<file path="config.mk">
export PLATFORM = sky130hd
export DESIGN_NAME = sdspi_bus_arbiter
export DESIGN_NICKNAME = d
export VERILOG_FILES = /design/src/rtl/sdspi_bus_arbiter.sv
export SDC_FILE = /design/constraint.sdc
export NUM_CORES = 1
export LEC_CHECK = 0
export ABC_AREA = 1
export CORE_MARGIN = 5
export CORE_UTILIZATION = 51
export DETAILED_ROUTE_END_ITERATION = 10
export PLACE_DENSITY = 0.9
export SLEW_MARGIN = 15
export SYNTH_ARGS = -nofsm -noshare
export SYNTH_HDL_FRONTEND = slang
export SYNTH_SLANG_ARGS = --single-unit
</file>
<file path="constraint.sdc">
create_clock -name clk -period 1.9 [get_ports clk]
set_input_delay 0.19 -clock clk [delete_from_list [all_inputs] [get_ports clk]]
set_output_delay 0.19 -clock clk [all_outputs]
set_load 0.1 [all_outputs]
</file>
<file path="src/rtl/sdspi_bus_arbiter.sv">
// sdspi_bus_arbiter: N-way request/grant switch for the shared SD-card SPI bus with a forced-idle guard between owners
module sdspi_bus_arbiter #(
    parameter int N_MASTERS    = 2,
    parameter int GUARD_CYCLES = 8,
    parameter int RR_MODE      = 0,
    localparam int OW          = (N_MASTERS > 2) ? $clog2(N_MASTERS) : 1
) (
    input  logic                 clk,
    input  logic                 rst,
    input  logic [N_MASTERS-1:0] req,
    output logic [N_MASTERS-1:0] grant,
    input  logic [N_MASTERS-1:0] cs_i,
    input  logic [N_MASTERS-1:0] sclk_i,
    input  logic [N_MASTERS-1:0] mosi_i,
    output logic [N_MASTERS-1:0] miso_o,
    output logic                 cs,
    output logic                 sclk,
    output logic                 mosi,
    input  logic                 miso,
    output logic                 busy,
    output logic [OW-1:0]        owner,
    output logic                 abort
);
    typedef enum logic [1:0] {IDLE, GRANTED, GUARD} state_t;
    state_t state, state_d;
    logic [N_MASTERS-1:0] grant_d;
    logic [OW-1:0] owner_d, base, base_d, win;
    logic [OW:0] idx;
    logic [7:0] cnt, cnt_d;
    logic cs_d, sclk_d, mosi_d, abort_d, take, rel, hold;
    assign take   = state == IDLE && |req;
    assign rel    = state == GRANTED && !req[owner];
    assign hold   = state == GRANTED && req[owner];
    assign busy   = state != IDLE;
    assign miso_o = ~grant | {N_MASTERS{miso}};
    // winner: first requester found scanning upward from base with wrap (base stays 0 in fixed priority)
    always_comb begin
        win = '0;
        idx = '0;
        for (int k = N_MASTERS - 1; k >= 0; k--) begin
            idx = {1'b0, base} + (OW+1)'(k);
            idx = idx >= (OW+1)'(N_MASTERS) ? idx - (OW+1)'(N_MASTERS) : idx;
            win = req[idx[OW-1:0]] ? idx[OW-1:0] : win;
        end
    end
    // state register
    always_ff @(posedge clk or negedge rst) begin
        if (!rst) state <= IDLE;
        else      state <= state_d;
    end
    // next state: ownership only changes through IDLE, never directly between masters
    always_comb begin
        state_d = state == IDLE    ? (|req ? GRANTED : IDLE)
                : state == GRANTED ? (req[owner] ? GRANTED : (GUARD_CYCLES == 0 ? IDLE : GUARD))
                :                    (cnt == 8'd0 ? IDLE : GUARD);
    end
    // next values of the registered outputs; bus is idle everywhere except a held grant
    always_comb begin
        grant_d = take ? N_MASTERS'(1) << win : rel ? '0 : grant;
        owner_d = take ? win : owner;
        cs_d    = hold ? cs_i[owner] : 1'b1;
        sclk_d  = hold & sclk_i[owner];
        mosi_d  = hold ? mosi_i[owner] : 1'b1;
        abort_d = rel & ~cs_i[owner];
        base_d  = (take && RR_MODE != 0) ? (win == OW'(N_MASTERS - 1) ? '0 : win + 1'b1) : base;
        cnt_d   = rel ? 8'(GUARD_CYCLES - 1) : state == GUARD ? cnt - 8'd1 : cnt;
    end
    // output and datapath registers
    always_ff @(posedge clk or negedge rst) begin
        if (!rst) begin
            grant <= '0;
            owner <= '0;
            cs    <= 1'b1;
            sclk  <= 1'b0;
            mosi  <= 1'b1;
            abort <= 1'b0;
            base  <= '0;
            cnt   <= '0;
        end else begin
            grant <= grant_d;
            owner <= owner_d;
            cs    <= cs_d;
            sclk  <= sclk_d;
            mosi  <= mosi_d;
            abort <= abort_d;
            base  <= base_d;
            cnt   <= cnt_d;
        end
    end
endmodule

</file>
Word level (Yosys, flattened, before mapping)
Index checks and enable logic that the tools add are counted.
- eq/ne operators: 2
- add/subtract/negate cells: 1
- bitwise logic cells: 5
- reductions and logical operators: 10
- $lt $le $gt $ge: 1
- mux-type cells: 21
- shift-type cells: 1
- operators by type and width (operator ; count):
    two-way mux 8 bit ; 2
    two-way mux 1 bit ; 13
    two-way mux 2 bit ; 6
    logical NOT 8 bit ; 1
    subtractor 8 x 1 -> 8 bit (second input constant) ; 1
    nonzero test 2 bit ; 3
    logical AND 1 bit ; 3
    bitwise AND 1 bit ; 2
    equality test 2 x 1 -> 1 bit (second input constant) ; 1
    equality test 2 bit (second input constant) ; 1
    logical NOT 2 bit ; 1
    < comparator 1 x 2 -> 1 bit (second input constant) ; 1
    inverter 2 bit ; 1
    bitwise OR 2 bit ; 1
    OR reduction 2 bit ; 1
    << shifter 1 x 1 -> 2 bit (first input constant) ; 1
    logical NOT 1 bit ; 1
    inverter 1 bit ; 1
- flip-flop bits (word level): 17
- input bits: 11
- word-level logic and storage cells: 49

Longest topological paths before layout
Gate-level depths: netlist of the first run.
- depth after elaboration: 6
- mapped depth: 8
- mapped depth without buffers: 8

Worst setup path before layout of the first run
OpenSTA, ideal clock, no wires.
- path type: flip-flop to output port
- start: register grant[0]
- end: output miso_o[0]
- path slack: -7 ps
- stages on the path, launching flop included: 2
- data arrival time: 1717 ps
- data required time: 1710 ps
- cell sequence: dfrtp_1 > nand2_1
- cells in the longest elaborated chain, start to end: 2
- ends and longest elaborated chain (what ; RTL line ; text):
    from (decl) ; 11 ; output logic [N_MASTERS-1:0] grant,
    from (signal assigned) ; 80 ; grant <= grant_d;
    inverter 2 bit ; 35 ; assign miso_o = ~grant | {N_MASTERS{miso}};
    bitwise OR 2 bit ; 35 ;
    to (decl) ; 15 ; output logic [N_MASTERS-1:0] miso_o,
No other way between the ends.

Worst setup path in the final report of the first run
- start: register state[1]
- end: output busy
- cells in the longest elaborated chain, start to end: 1
- ends and longest elaborated chain (what ; RTL line ; text):
    from (decl) ; 25 ; state_t state, state_d;
    from (signal assigned) ; 49 ; else state <= state_d;
    nonzero test 2 bit ; 34 ; assign busy = state != IDLE;
    to (decl) ; 20 ; output logic busy,
No other way between the ends.

==> results.toml, run 1 <==
[pwr]
vdd_ir_drop_max_uv = 1498
clock_power_share_pct = 9.4
seq_power_share_pct = 31.6
leak_nw = 0.5916
sw_frac_of_total_pct = 54.98
cellPowerDensity_mw_per_mm2 = 1815
pwr-share-comb_pct = 59.0
cellInternalPower_mw = 0.9352
power_switching_mw = 1.142

[synth]
post_synth_inst_count = 113
netlist_area_pre_place_sq_um = 882.1
synthesis.yosys.warnings = 0
synth.largest_area_cell = "dfrtp_1"
synth-seq-cells = 17
mappedNetlistNets = 126
ys_types = 18
synth-seq-area-share_pct = 48.51
syn_area_per_cell_sq_um = 7.806
ys_top_cells_by_area = "dfrtp_1 (43%), nand2_1 (16%), nand3_1 (6.2%), dfstp_2 (6.0%), inv_1 (5.5%)"
synth_top_area_share_pct = 42.55

[setup_path]
timing.critical_path.required_ns = 1.71
cp_cell_sequence = "nor2_1 > inv_1 > buf_12"
critical_path.startpoint_type = "register"
critical_path_arrival_ns = 1.31
worst_path_max_delay_cell = "dfrtp_1"
max_stage_delay_ns = 0.47
criticalPathCategory = "register to output port"
crit_fanout = 6
crit_path_end_kind = "output port"

[job]
timing.max_cap.violations = 0

[worst_hold_path]
hold_path_class = "input pin to asynchronous set/reset pin"

[die]
floorplan.rows = 15
fp.dieH_um = 51.59
floorplan.initialDensity_pct = 52.22
dieArea_sq_mm = 0.002662
die_w_um = 51.59
design.core.area_sq_mm = 0.001689
io-pin-count = 21

[clock_network]
cts.repair.resized = 0
clock_tree.buffer_depth = 2
htreeDepth = 1
library_cell_used_as_clock_root_buffer = "clkbuf_4"
tritoncts_clock_tree = "built"
clk_pin_slew_worst_paths_ns = 0.10
cts_post_setup_buffers_inserted = 0
clock_buffer_count_from_cts = 3
clk-insertion-delay-late_ns = 0.30
hold_buffers = 0
cts.sink_count = 17

[grt]
maximum_number_of_pins_on_one_net_before_global_route_repair = 18
grtUsageTotal_pct = 15.65
vias_in_the_first_global_route = 746
grt.overflow.total = 0
grt_first_pass_wirelength_um = 3070
antenna_found_initial = 0

[sta]
final_period_minus_worst_setup_slack_ns = 1.501
hold_viol_final = 0
setup-tns-final_ns = 0
fin_worst_skew_ns = 0.005486
final_worst_path_period_share_pct = 79.03
rsz0062_at_grt = "false"
max_freq_mhz = 666.0
timing.final.setup_violations = 0
drv_slew = 0
relSlewSlack_pct = 75.35
holdWs_ns = 0.2007
max_slew.worst_pin.slew_ns = 0.3659

[drt]
drt_iter0_markers = 10
ant_nets_after_route = 0
wl_um = 1793
vias = 785
wire_length_per_cell_um = 11.64
firstDrtPassIters = 4
drt-vias-per-instance = 5.097
remaining_drc_errors = 0

[final_layout]
layout.area.seq_sq_um = 427.9
area_occupied_by_multi_input_gates_sq_um = 395.4
final_common_cell = "nand2_1"
antenna-diode-count = 0
final_cell_mix = "nand2_1 (35), dfrtp_1 (15), inv_1 (13), nor2_1 (13), nand3_1 (11)"
design.final.nets = 151
drive_gt1_share_pct = 18.98
area.growth.synth_to_final_pct = 29.79
fill_cell_count = 144

[placement]
io_buffer_count = 20
dpl.hpwl_um = 1447
gp_weighted_congestion = 0.8638

[run_status]
status = "completed"
-- registers in the layout (all words and copies together) (netlist names) --
register	flops
cs	1
state	2
owner	1
mosi	1
sclk	1
abort	1
grant	2
cnt	8
-- routing by layer --
layer  GRT usage [%]  vias up  routed length (um)
met5               0        -                   0
met4           7.860        0                  32
met3           4.011        3                  99
met2           28.39       22                 896
met1           16.55      352                 764
li1                -      408                   -
-- logic make-up after synthesis --
family | after synthesis | share of synthesized area (%)
AND/OR/NAND/NOR | 69 | 35.18
flip-flops | 17 | 48.51
buffers and inverters | 15 | 7.234
AO/OA/AOI/OAI | 10 | 6.242
adder cells (fa/ha/maj) | 2 | 2.836
-- final timing paths --
| path | from | to | slack [ns] | cells after the start |
|---|---|---|---|---|
| worst max-delay path | state[1]$_DFF_PN0_ | busy | 0.40 | 3 |
| worst min-delay path | rst | owner$_DFFE_PN0P_ | 0.20 | 2 |
| worst max register to register | owner$_DFFE_PN0P_ | cnt[6]$_DFFE_PN0P_ | 0.61 | 7 |
| worst min register to register | cnt[1]$_DFFE_PN0P_ | cnt[1]$_DFFE_PN0P_ | 0.53 | 2 |
| max in group asynchronous | rst | mosi$_DFF_PN1_ | 1.45 | 2 |
| min in group clk | sclk_i[0] | sclk$_DFF_PN0_ | 0.43 | 3 |
-- synth_stat cells --
cell type and count:
dfrtp_1 15, nor2_2 1, nand2_1 37, nand2_2 1, a22oi_1 1, dfstp_2 2, o21ai_0 6, a21oi_1 2
nand3_2 2, inv_1 13, ha_1 2, nand3_1 11, nand4_1 2, inv_2 1, nor2_1 13, nor2_4 2
o211ai_1 1, buf_6 1
-- cell type report --
type | instances | area share (%)
Clock buffer | 3 | 1.967
Clock inverter | 1 | 0.4372
Inverter | 14 | 4.590
Multi-Input combinational cell | 81 | 34.54
Sequential cell | 17 | 37.38
Tap cell | 17 | 1.858
Timing Repair Buffer | 21 | 19.23
-- metrics by stage --
| step | util (%) | instances | cell area, sq um | total power, mW | setup WS, ns |
|---|---|---|---|---|---|
| after floorplan | - | 113 | 887.1 | 1.570 | 0.04599 |
| after global placement | 66.15 | 150 | 1117 | 1.860 | 0.5406 |
| after detailed placement | 66.15 | 150 | 1117 | 1.895 | 0.4966 |
| after CTS | 67.78 | 154 | 1145 | 2.094 | 0.3903 |
| after global routing | 67.78 | 154 | 1145 | 2.235 | 0.3141 |
| final | 67.78 | 154 | 1145 | 2.077 | 0.3985 |
-- power groups by stage --
stage               Combinational [mW]  Sequential [mW]  Clock (mW)
finish                            1.23            0.657       0.195
global route                      1.34            0.682       0.217
CTS                               1.23            0.658       0.202
detailed placement                1.23            0.664           0
global placement                  1.21            0.652           0
floorplan                        0.652            0.918           0
-- critical path, delay by kind of cell (launching register included) --
kind | cells | cell delay [ns]
flip-flops | 1 | 0.47
buffers and inverters | 2 | 0.30
AND/OR/NAND/NOR | 1 | 0.24
Note: power is estimated with default switching activity, not from simulation.
==> inputs of run 2 (changes only) <==
--- a/config.mk
+++ b/config.mk
@@ -7,9 +7,9 @@
 export LEC_CHECK = 0
 export ABC_AREA = 1
 export CORE_MARGIN = 5
-export CORE_UTILIZATION = 51
+export CORE_UTILIZATION = 43
 export DETAILED_ROUTE_END_ITERATION = 10
-export PLACE_DENSITY = 0.9
+export PLACE_DENSITY = 0.81
 export SLEW_MARGIN = 15
 export SYNTH_ARGS = -nofsm -noshare
 export SYNTH_HDL_FRONTEND = slang
==> constraint.sdc (replaced) <==
create_clock -name clk -period 1.33 [get_ports clk]
set_input_delay 0.133 -clock clk [delete_from_list [all_inputs] [get_ports clk]]
set_output_delay 0.133 -clock clk [all_outputs]
set_load 0.1 [all_outputs]
==> results.toml, run 2 (synthesized netlist as in run 1, its figures left out) <==
[run_status]
status = "completed"

[placement]
dpl.hpwl_um = 1656
io_buffer_count = 20
place_inst = 161
placement.cell_area_sq_mm = 0.001231
detailedPlace.worstSlack_ns = -0.04159
gp_weighted_congestion = 0.8631

[pwr]
cellInternalPower_mw = 1.604
leak_nw = 0.6480
pwr-share-comb_pct = 62.1
clock_power_share_pct = 8.3
cellPowerDensity_mw_per_mm2 = 2533
seq_power_share_pct = 29.6
power_switching_mw = 1.774
sw_frac_of_total_pct = 52.51
vdd_ir_drop_max_uv = 2472

[drt]
vias = 892
firstDrtPassIters = 6
drt_iter0_markers = 25
drt-vias-per-instance = 5.186
topRoutingLayerUsed = "met4"
dr_wl_met3_um = 99
wl_met2_um = 1211
wire_length_per_cell_um = 13.13
ant_nets_after_route = 0
wl_met1_um = 917
wl_um = 2259
remaining_drc_errors = 0

[clock_network]
clock_tree.buffer_depth = 2
clk-insertion-delay-late_ns = 0.29
library_cell_used_as_clock_root_buffer = "clkbuf_4"
cts.sink_count = 17
tritoncts_clock_tree = "built"
clk_pin_slew_worst_paths_ns = 0.11
htreeDepth = 1
clock_buffer_count_from_cts = 3

[final_layout]
layout.area.seq_sq_um = 436.7
largest-register = "cnt"
final_cell_mix = "nand2_1 (34), nor2_1 (12), nand3_1 (11)"
post_route_core_utilization_pct = 67.98
design.final.nets = 159
final_common_cell = "nand2_1"
final_area_sq_mm = 0.001334
layout.cells.non_filler = 172
top_flop_regs = "cnt: 8 flops, grant: 2 flops, state: 2 flops"
drive_gt1_share_pct = 30.34
largest_reg_flops = 8
fill_cell_count = 155
area.growth.synth_to_final_pct = 51.21
antenna-diode-count = 0
area_occupied_by_multi_input_gates_sq_um = 422.9

[setup_path]
critical_path.reg2reg.endpoint = "abort$_DFF_PN0_"
register_to_register_setup_slack_ns = 0.03
critical_path.reg2reg.startpoint = "state[1]$_DFF_PN0_"
critical_path_most_common_cell = "buf_4"
worst_r2r_path_depth = 5
path_buf_inv = 2
cpLargestDelayFamily = "flip-flops"
crit_path_end_kind = "register"
worst_path_max_delay_cell = "dfrtp_2"
criticalPathCategory = "register to register"
critical_path_arrival_ns = 1.53
crit_fanout = 6
critical_path.startpoint_type = "register"
max_stage_delay_ns = 0.46
timing.critical_path.required_ns = 1.56
cp_cell_sequence = "buf_4 > nor2_4 > nand3_2 > buf_4 > nor2_1"

[sta]
drv_slew = 0
rsz0062_at_grt = "true"
relSlewSlack_pct = 75.42
final_worst_path_period_share_pct = 97.65
fin_worst_skew_ns = 0.01005
final_period_minus_worst_setup_slack_ns = 1.299
timing.final.setup_violations = 0
hold_viol_final = 0
holdWs_ns = 0.1455
max_freq_mhz = 770.0
max_slew.worst_pin.slew_ns = 0.3649
worst_slack_ns = 0.03130

[die]
design.core.area_sq_mm = 0.001962
floorplan.rows = 16
fp.dieH_um = 55.29
dieArea_sq_mm = 0.003057
io-pin-count = 21
die_w_um = 55.29
floorplan.initialDensity_pct = 44.96

[grt]
grt.overflow.total = 0
grt_first_pass_wirelength_um = 3739
vias_in_the_first_global_route = 896
antenna_found_initial = 0
maximum_number_of_pins_on_one_net_before_global_route_repair = 18
grtUsageTotal_pct = 14.95

[worst_hold_path]
hold_path_class = "input pin to asynchronous set/reset pin"

[job]
timing.max_cap.violations = 0
## run 2: changes by cell type in the layout (fill, tap and decap cells not counted), moves of 3 or more
cell	delta
buf_12	+7
dfrtp_2	+4
dfrtp_1	-5
inv_2	+3
inv_1	-3
## run 2: timing repair
action / in CTS / in global routing
hold buffers: 0 / 0
pin swaps: 0 / 2
endpoints found under the setup margin: 2 / 7
resized for setup: 4 / 4
endpoints found under the hold margin: 0 / 0
buffers inserted: 2 / 4
cloned: 0 / 1
## run 2: worst max path at each step
stage | depth (start not counted) | from | endpoint | slack (ns)
final | 5 | state[1]$_DFF_PN0_ | abort$_DFF_PN0_ | 0.03
after global routing | 7 | state[1]$_DFF_PN0_ | cnt[7]$_DFFE_PN0P_ | -0.02
after CTS | 3 | state[1]$_DFF_PN0_ | busy | 0.01
after detailed placement | 7 | req[0] | cnt[6]$_DFFE_PN0P_ | -0.04
after global placement | 7 | req[0] | cnt[7]$_DFFE_PN0P_ | 0.08
after floorplan | 3 | state[1]$_DFF_PN0_ | grant[0]$_DFFE_PN0P_ | -0.1
## run 2: worst reg2reg max path, delay by kind of cell, from the launching register on
family	cells	cell delay, ns
buffers and inverters	2	0.35
DFF	1	0.46
and+or+nand+nor	3	0.44
## run 2: final cells by class
type / instances / area share [%]
clock buffer: 3 / 1.689
clock inverter: 1 / 0.3752
inverter: 14 / 3.940
multi-input combinational: 82 / 31.71
sequential: 17 / 32.74
tap: 27 / 2.533
timing repair buffer: 28 / 27.02
## run 2: through the flow
| stage | power [mW] | setup TNS, ns |
|---|---|---|
| floorplan | 2.265 | -0.09665 |
| global placement | 2.867 | 0 |
| detailed placement | 2.930 | -0.1047 |
| CTS | 3.287 | 0 |
| global route | 3.600 | -0.06243 |
| finish | 3.379 | 0 |
## run 2: routing by layer
layer | vias to the layer above | GRT usage (%)
met2 | 22 | 26.69
met4 | 0 | 6.944
met5 | - | 0
met1 | 437 | 16.86
li1 | 429 | -
met3 | 4 | 3.030
## run 2: power by group through the flow
stage	Clock [mW]	Sequential, mW	Combinational (mW)
6_report	0.279	1.00	2.10
5_1_grt	0.313	1.04	2.25
4_1_cts	0.287	0.998	2.00
3_5_place_dp	0	0.999	1.93
3_3_place_gp	0	0.987	1.88
2_1_floorplan	0	1.33	0.931
==> inputs of run 3 (changes only) <==
--- a/config.mk
+++ b/config.mk
@@ -6,10 +6,13 @@
 export NUM_CORES = 1
 export LEC_CHECK = 0
 export ABC_AREA = 1
-export CORE_MARGIN = 5
-export CORE_UTILIZATION = 43
+export CELL_PAD_IN_SITES_DETAIL_PLACEMENT = 0
+export CELL_PAD_IN_SITES_GLOBAL_PLACEMENT = 2
+export CORE_MARGIN = 4
+export CORE_UTILIZATION = 24
 export DETAILED_ROUTE_END_ITERATION = 10
-export PLACE_DENSITY = 0.81
+export GPL_TIMING_DRIVEN = 0
+export PLACE_DENSITY = 0.8
 export SLEW_MARGIN = 15
 export SYNTH_ARGS = -nofsm -noshare
 export SYNTH_HDL_FRONTEND = slang
==> results.toml, run 3 (synthesized netlist as in run 1, its figures left out) <==
[run_status]
status = "completed"

[die]
die_w_um = 68.63
fp.dieH_um = 68.63
dieArea_sq_mm = 0.004709
design.core.area_sq_mm = 0.003442
floorplan.rows = 21
floorplan.initialDensity_pct = 25.63
io-pin-count = 21

[job]
timing.max_cap.violations = 0

[setup_path]
worst_path_max_delay_cell = "dfrtp_4"
crit_fanout = 6
max_stage_delay_ns = 0.46
criticalPathCategory = "register to output port"
cpLargestDelayFamily = "flip-flops"
path_buf_inv = 1
cp_cell_sequence = "buf_2"
crit_path_end_kind = "output port"
critical_path_arrival_ns = 1.16
timing.critical_path.required_ns = 1.20
critical_path.startpoint_type = "register"

[drt]
firstDrtPassIters = 4
wl_um = 2036
drt_iter0_markers = 20
drt-vias-per-instance = 4.337
remaining_drc_errors = 0
ant_nets_after_route = 0
vias = 798
wire_length_per_cell_um = 11.07

[pwr]
vdd_ir_drop_max_uv = 1128
cellPowerDensity_mw_per_mm2 = 2558
leak_nw = 0.5713

[final_layout]
layout.cells.non_filler = 184
antenna-diode-count = 0
largest_reg_flops = 8
top_flop_regs = "cnt: 8 flops, grant: 2 flops, state: 2 flops"
design.final.nets = 152
final_common_cell = "nand2_1"
area.growth.synth_to_final_pct = 37.73
largest-register = "cnt"
drive_gt1_share_pct = 28.99

[sta]
max_freq_mhz = 775.4
final_period_minus_worst_setup_slack_ns = 1.290
relSlewSlack_pct = 47.87
drv_slew = 0
hold_viol_final = 0
worst_slack_ns = 0.04039
timing.final.setup_violations = 0
final_worst_path_period_share_pct = 96.96
max_slew.worst_pin.slew_ns = 0.7795
fin_worst_skew_ns = 0.008106

[placement]
place_inst = 179
gp_weighted_congestion = 0.7529
dpl.hpwl_um = 1557
io_buffer_count = 20
detailedPlace.worstSlack_ns = -0.6327

[worst_hold_path]
hold_path_class = "input pin to asynchronous set/reset pin"

[grt]
grt_first_pass_wirelength_um = 3677
grtUsageTotal_pct = 10.48
grt.overflow.total = 0
vias_in_the_first_global_route = 862
antenna_found_initial = 0
maximum_number_of_pins_on_one_net_before_global_route_repair = 18

[clock_network]
library_cell_used_as_clock_root_buffer = "clkbuf_8"
tritoncts_clock_tree = "built"
cts.sink_count = 17
clk_pin_slew_worst_paths_ns = 0.07
htreeDepth = 1
hold_buffers = 0
clock_tree.buffer_depth = 2
clk-insertion-delay-late_ns = 0.26
clock_buffer_count_from_cts = 3
[run 3: cell types whose count changed in the layout (fill, tap and decap cells not counted), moves of 2 or more]
cell             previous run  this run
buf_4                       8         3
buf_2                       0         3
nor2_2                      1         3
buf_12                     10         0
clkbuf_8                    0         3
clkdlybuf4s15_2             0         2
nor2_1                     12        10
[run 3: final cells by class]
cell class	count	area [sq um]
plain buffers	1	15.01
clock buffers	3	41.29
clock inverters	1	7.507
fillers	384	2227
inverters	14	55.05
multi-input cells	81	415.4
flip-flops and latches	17	436.7
well taps	46	57.56
repair buffers	21	186.4
[run 3: where the power goes]
part           switching [mW]  internal [mW]  leakage (nW)  total [mW]
clock                   0.193          0.211        0.0217       0.404
combinational            1.27          0.446         0.349        1.71
sequential              0.244          0.745         0.201       0.990
[run 3: worst paths after layout]
path / cells after the start / slack, ns / end / start
min: 1 / 0.33 / cnt[1]$_DFFE_PN0P_ / rst
max reg2reg: 6 / 0.11 / cnt[4]$_DFFE_PN0P_ / owner$_DFFE_PN0P_
max in group asynchronous: 1 / 0.44 / owner$_DFFE_PN0P_ / rst
max: 1 / 0.04 / owner / owner$_DFFE_PN0P_
min reg2reg: 2 / 0.53 / cnt[1]$_DFFE_PN0P_ / cnt[1]$_DFFE_PN0P_
min in group clk: 3 / 0.42 / sclk$_DFF_PN0_ / sclk_i[0]
[run 3: routing by layer]
metal  GRT usage (%)  up-vias  share of wire [%]
met5               0        -                  0
met3           3.890        0                6.2
li1                -      406                  -
met4           1.489        0                  0
met1           12.08      366                 45
met2           18.71       26                 48
[run 3: stage by stage]
step	hold slack, ns	util, %	setup TNS [ns]	power, mW	cell area, sq um
2_1_floorplan	-0.1626	-	-0.09665	2.265	893.4
3_3_place_gp	0.4903	33.44	-4.141	2.668	1151
3_5_place_dp	0.4964	33.44	-4.187	2.686	1151
4_1_cts	0.3717	34.10	-0.008900	3.052	1174
5_1_grt	0.4205	35.30	-0.02696	3.394	1215
6_report	0.3255	35.30	0	3.108	1215
[run 3: what timing repair did]
action	in CTS	in global routing
pin swaps	0	2
gates resized for setup	51	13
buffers inserted	0	1
setup endpoints to repair	10	7
